<file path="config.mk">
export PLATFORM = sky130hd
export DESIGN_NAME = tof_frame_streamer
export DESIGN_NICKNAME = d
export VERILOG_FILES = /design/src/rtl/tof_frame_streamer.sv
export SDC_FILE = /design/constraint.sdc
export NUM_CORES = 1
export LEC_CHECK = 0
export CAP_MARGIN = 10
export CORE_ASPECT_RATIO = 1.5
export CORE_UTILIZATION = 35
export DETAILED_ROUTE_END_ITERATION = 12
export PLACE_DENSITY = 0.65
export SLEW_MARGIN = 40
export SYNTH_ARGS = -nofsm -noshare
export SYNTH_HDL_FRONTEND = slang
export SYNTH_SLANG_ARGS = --single-unit
</file>
<file path="constraint.sdc">
create_clock -name clk -period 4.1 [get_ports clk]
set_input_delay 0.82 -clock clk [delete_from_list [all_inputs] [get_ports clk]]
set_output_delay 0.82 -clock clk [all_outputs]
set_load 0.1 [all_outputs]
</file>
<file path="src/rtl/tof_frame_streamer.sv">
// ---------------------------------------------------------------------------
// tof_frame_streamer : round-robin ToF sensor frame reader -> valid/ready stream
// Revision 1.0
// ---------------------------------------------------------------------------
`default_nettype none

module tof_frame_streamer #(
  parameter int          NB_OF_SENSORS = 8,
  parameter int          NB_ZONES      = 64,
  parameter logic [7:0]  HEADER_TAG    = 8'hA5
) (
  input  logic                     clk,
  input  logic                     reset,
  input  logic [NB_OF_SENSORS-1:0] data_ready,
  output logic [2:0]               rd_sensor,
  output logic [5:0]               rd_zone,
  input  logic [15:0]              rd_data,
  output logic [15:0]              out_data,
  output logic                     out_valid,
  input  logic                     out_ready,
  output logic                     out_last,
  output logic                     busy,
  output logic [NB_OF_SENSORS-1:0] overrun,
  input  logic                     overrun_clr,
  output logic [15:0]              frame_cnt
);

  localparam logic [5:0] LAST_ZONE = 6'(NB_ZONES - 1);

  typedef enum logic [1:0] {
    IDLE   = 2'd0,
    HEADER = 2'd1,
    DATA   = 2'd2
  } state_t;

  state_t                   state, state_nxt;
  logic [NB_OF_SENSORS-1:0] pending, pending_nxt;
  logic [NB_OF_SENSORS-1:0] overrun_nxt;
  logic [2:0]               rr_ptr, rr_ptr_nxt;
  logic [2:0]               rd_sensor_nxt;
  logic [5:0]               rd_zone_nxt;
  logic [15:0]              out_data_nxt;
  logic                     out_valid_nxt;
  logic                     out_last_nxt;
  logic                     busy_nxt;
  logic [15:0]              frame_cnt_nxt;
  logic                     grant_found;
  logic [2:0]               grant_idx;
  logic [2:0]               cand;
  logic                     accept;

  // Round-robin search starts just after the last granted sensor.
  always_comb begin
    grant_found = 1'b0;
    grant_idx   = 3'd0;
    cand        = 3'd0;
    for (int k = 1; k <= NB_OF_SENSORS; k++) begin
      cand = rr_ptr + 3'(k);
      if (!grant_found && pending[cand]) begin
        grant_found = 1'b1;
        grant_idx   = cand;
      end
    end
  end

  assign accept = out_valid & out_ready;

  always_comb begin
    state_nxt     = state;
    pending_nxt   = pending;
    overrun_nxt   = (overrun_clr ? '0 : overrun) | (data_ready & pending);
    rr_ptr_nxt    = rr_ptr;
    rd_sensor_nxt = rd_sensor;
    rd_zone_nxt   = rd_zone;
    out_data_nxt  = out_data;
    out_valid_nxt = out_valid;
    out_last_nxt  = out_last;
    busy_nxt      = busy;
    frame_cnt_nxt = frame_cnt;

    case (state)
      IDLE: begin
        if (grant_found) begin
          state_nxt              = HEADER;
          pending_nxt[grant_idx] = 1'b0;
          rr_ptr_nxt             = grant_idx;
          rd_sensor_nxt          = grant_idx;
          rd_zone_nxt            = 6'd0;
          busy_nxt               = 1'b1;
          out_valid_nxt          = 1'b1;
          out_last_nxt           = 1'b0;
          out_data_nxt           = {HEADER_TAG, 5'b0, grant_idx};
        end
      end
      HEADER: begin
        if (accept) begin
          out_data_nxt = rd_data;
          out_last_nxt = (rd_zone == LAST_ZONE);
          rd_zone_nxt  = rd_zone + 6'd1;
          state_nxt    = DATA;
        end
      end
      DATA: begin
        if (accept) begin
          if (out_last) begin
            out_valid_nxt = 1'b0;
            out_last_nxt  = 1'b0;
            busy_nxt      = 1'b0;
            frame_cnt_nxt = frame_cnt + 16'd1;
            state_nxt     = IDLE;
          end else begin
            out_data_nxt = rd_data;
            out_last_nxt = (rd_zone == LAST_ZONE);
            rd_zone_nxt  = rd_zone + 6'd1;
          end
        end
      end
      default: state_nxt = IDLE;
    endcase

    // A new request in the grant cycle must survive the clear.
    pending_nxt = pending_nxt | data_ready;
  end

  always_ff @(posedge clk or negedge reset) begin
    if (!reset) begin
      state     <= IDLE;
      pending   <= '0;
      overrun   <= '0;
      rr_ptr    <= 3'd7;
      rd_sensor <= 3'd0;
      rd_zone   <= 6'd0;
      out_data  <= 16'd0;
      out_valid <= 1'b0;
      out_last  <= 1'b0;
      busy      <= 1'b0;
      frame_cnt <= 16'd0;
    end else begin
      state     <= state_nxt;
      pending   <= pending_nxt;
      overrun   <= overrun_nxt;
      rr_ptr    <= rr_ptr_nxt;
      rd_sensor <= rd_sensor_nxt;
      rd_zone   <= rd_zone_nxt;
      out_data  <= out_data_nxt;
      out_valid <= out_valid_nxt;
      out_last  <= out_last_nxt;
      busy      <= busy_nxt;
      frame_cnt <= frame_cnt_nxt;
    end
  end

endmodule

`default_nettype wire

</file>
==> impl_metrics.tcl <==
set metrics [dict create \
    yosys.cell_types.count 54 \
    die_w_um 87.0 \
    drt-total-wl_um 9750 \
    crit_family "multiplexers" \
    finClkSkew_ns 0.00590 \
    worst-slew-pin-transition_ns 0.688 \
    period_needed_ns 3.39 \
    yosysSeqAreaShare 0.423 \
    hold_class "in2async" \
    synth_edf_count 0 \
    worstSetupPathType "reg2reg" \
    yosys_warnings 0 \
    clkTransAtPathRegs_ns 0.06 \
    cts_setup_buffers 0 \
    layout-drive-gt1-share 0.237 \
    required_ns 4.29 \
    synth_cells 388 \
    cp_num_buf_inv 1 \
    via_per_inst 5.30 \
    slew_headroom 0.541 \
    worstPathArrival_ns 3.58 \
    r2r_setup_slack_ns 0.71 \
    crit_chain "inv_1 > ha_1 > mux4_2 > mux2i_1 > nand4_1 > o311ai_1 > and4b_1 > a41oi_1" \
    grt-ovfl-total 0 \
    fin_ws_ns 0.708 \
    power_mw 4.36 \
    switching_share 0.520 \
    synthSimpleGateAreaFrac 0.169 \
    synth_top_family_by_area "simple AND/OR/NAND/NOR gates" \
    combinationalPowerShare 0.593 \
    finish.net_count 503 \
    die_area_mm2 0.0113 \
    place_congestion 0.872 \
    syn_nets 424 \
    clkPwrFrac 0.178 \
    rr_startpoint "rr_ptr[0]" \
    synth_fa_ha_area_frac 0.0264 \
    cts_buffer_depth 2 \
    preCtsSetupSlack_ns 0.707 \
    fmax_ghz 0.295 \
    synth_xor_area_frac 0.0485 \
    slew_viol_final 0 \
    worstSetupEndpointType "flop" \
    synthFlopType "dfrtp_1" \
    ys_ff_latch 64 \
    critPathSlowestCell "o311ai_1" \
    grt_max_degree 42 \
    synthesis.area_mm2 0.00379 \
    p_leak_nw 2.15 \
    ant_nets 0 \
    final_common_cell "nand2_1" \
    root_buffer "clkbuf_16" \
    r2r_cells 8 \
    rows 46 \
    pin_count 80 \
    cp-start-kind "flop" \
    synthToLayoutAreaGrowth_pct 27.1 \
    max-vdd-ir-drop_uv 662 \
    wl_per_cell_um 15.8 \
    p_seq_frac 0.229 \
    cts_sinks 64 \
    drt_iter0_markers 208 \
    layout_common_cells "nand2_1 (63), dfrtp_1 (61), buf_2 (53)" \
    rsz0062_at_grt "no" \
    first_global_vias 3184 \
    cts_tree "built" \
    finalSetupTns_ns 0 \
    max_cap_violations 0 \
    num_antenna_cells 0 \
    status "complete, no violations" \
    clkLatencyLatePin_ns 0.33 \
    postSynthAreaPerCell_um2 9.78 \
    core_mm2 0.0106 \
    reg2reg_to "pending[2]" \
    dp_hpwl_um 7350 \
    cts_made_buffers 9 \
    p_sw_mw 2.27 \
    grt_pass1_wl_um 16000 \
    pwr_density_cell_mw_per_mm2 904 \
    synth_compound_area_frac 0.144 \
    synth.mux.area_fraction 0.140 \
    holdBufCountCts 0 \
    synthArstFlopShare 1.00 \
    setup_viol 0 \
    hold_viol 0 \
    vias 3264 \
    portBuffers 79 \
    dr.pass1.iters 4 \
    track_usage 0.186 \
    htreeDepth 3 \
    drc_errors 0 \
    antenna_found_initial 0 \
    cp.depth 8 \
    final.period_utilization 0.827 \
    die_h_um 130 \
    start_util 0.358 \
    cts_resized 0 \
    p_int_mw 2.09 \
    cp_max_fo 6 \
    critPathMaxStageDelay_ns 0.57 \
]
flip-flops by register name, summed over array words and instances (netlist names):
signal     cells
frame_cnt     16
out_data      16
overrun        8
pending        8
rd_zone        6
rd_sensor      3
rr_ptr         3
state          2
busy           1
out_last       1
layer usage:
| layer | track usage | wire length (um) |
|---|---|---|
| met1 | 0.217 | 3900 |
| met2 | 0.314 | 5040 |
| met3 | 0.0459 | 445 |
| met4 | 0.0980 | 367 |
| met5 | 0 | 0 |
metrics by stage:
stage	hold slack, ns	std cells	util	cell area, um2
2_1_floorplan	0.505	388	-	3790
4_1_cts	0.463	615	0.453	4790
3_3_place_gp	0.460	599	0.448	4750
6_report	0.368	616	0.455	4820
5_1_grt	0.378	616	0.455	4820
3_5_place_dp	0.451	599	0.424	4490
cell families after synthesis:
family                     after synthesis
buffers and inverters                   44
AOI/OAI and AO/OA                       82
DFF                                     64
and+or+nand+nor                        139
adders and majority gates                8
muxes                                   30
xor gates and xnor gates                21
how the worst max path moves through the flow:
stage               from          to  slack (ns)
6_report       rr_ptr[0]  pending[2]        0.71
5_1_grt        rr_ptr[0]  pending[6]        0.43
4_1_cts        rr_ptr[0]  pending[2]        0.69
3_5_place_dp   rr_ptr[0]  pending[6]        0.71
3_3_place_gp   rr_ptr[0]  pending[2]        0.85
2_1_floorplan  rr_ptr[0]  pending[2]        0.47
power groups by stage:
| stage | sequential (mW) | clock (mW) | combinational, mW |
|---|---|---|---|
| 3_3_place_gp | 0.996 | 0 | 2.65 |
| 6_report | 0.997 | 0.778 | 2.59 |
| 3_5_place_dp | 1.00 | 0 | 2.59 |
| 2_1_floorplan | 1.71 | 0 | 1.32 |
| 4_1_cts | 0.995 | 0.788 | 2.60 |
| 5_1_grt | 1.02 | 0.824 | 2.78 |
cell type report:
type	count	area (um2)
multi-input combinational	280	2010
fill	1018	5770
sequential	64	1610
clock inverter	5	55.1
tap	144	180
clock buffer	11	253
timing repair buffer	91	636
inverter	21	78.8
synth_stat cells, drive strengths merged, types with 3 or more instances:
| cell type | n | area share |
|---|---|---|
| a21o | 3 | 0.0059 |
| a21oi | 12 | 0.017 |
| a31oi | 5 | 0.0082 |
| a41oi | 5 | 0.012 |
| and2 | 4 | 0.0066 |
| and3 | 3 | 0.0049 |
| buf | 12 | 0.017 |
| clkbuf | 11 | 0.011 |
| dfrtp | 61 | 0.40 |
| dfstp | 3 | 0.021 |
| ha | 8 | 0.026 |
| inv | 21 | 0.021 |
| mux2 | 5 | 0.015 |
| mux2i | 7 | 0.018 |
| mux4 | 18 | 0.11 |
| nand2 | 63 | 0.062 |
| nand3 | 8 | 0.011 |
| nand3b | 3 | 0.0059 |
| nand4 | 12 | 0.020 |
| nor2 | 29 | 0.029 |
| nor3 | 7 | 0.0092 |
| o21ai | 33 | 0.044 |
| o221ai | 3 | 0.0069 |
| xnor2 | 13 | 0.030 |
| xor2 | 8 | 0.018 |
Note: power is estimated with default switching activity, not from simulation.
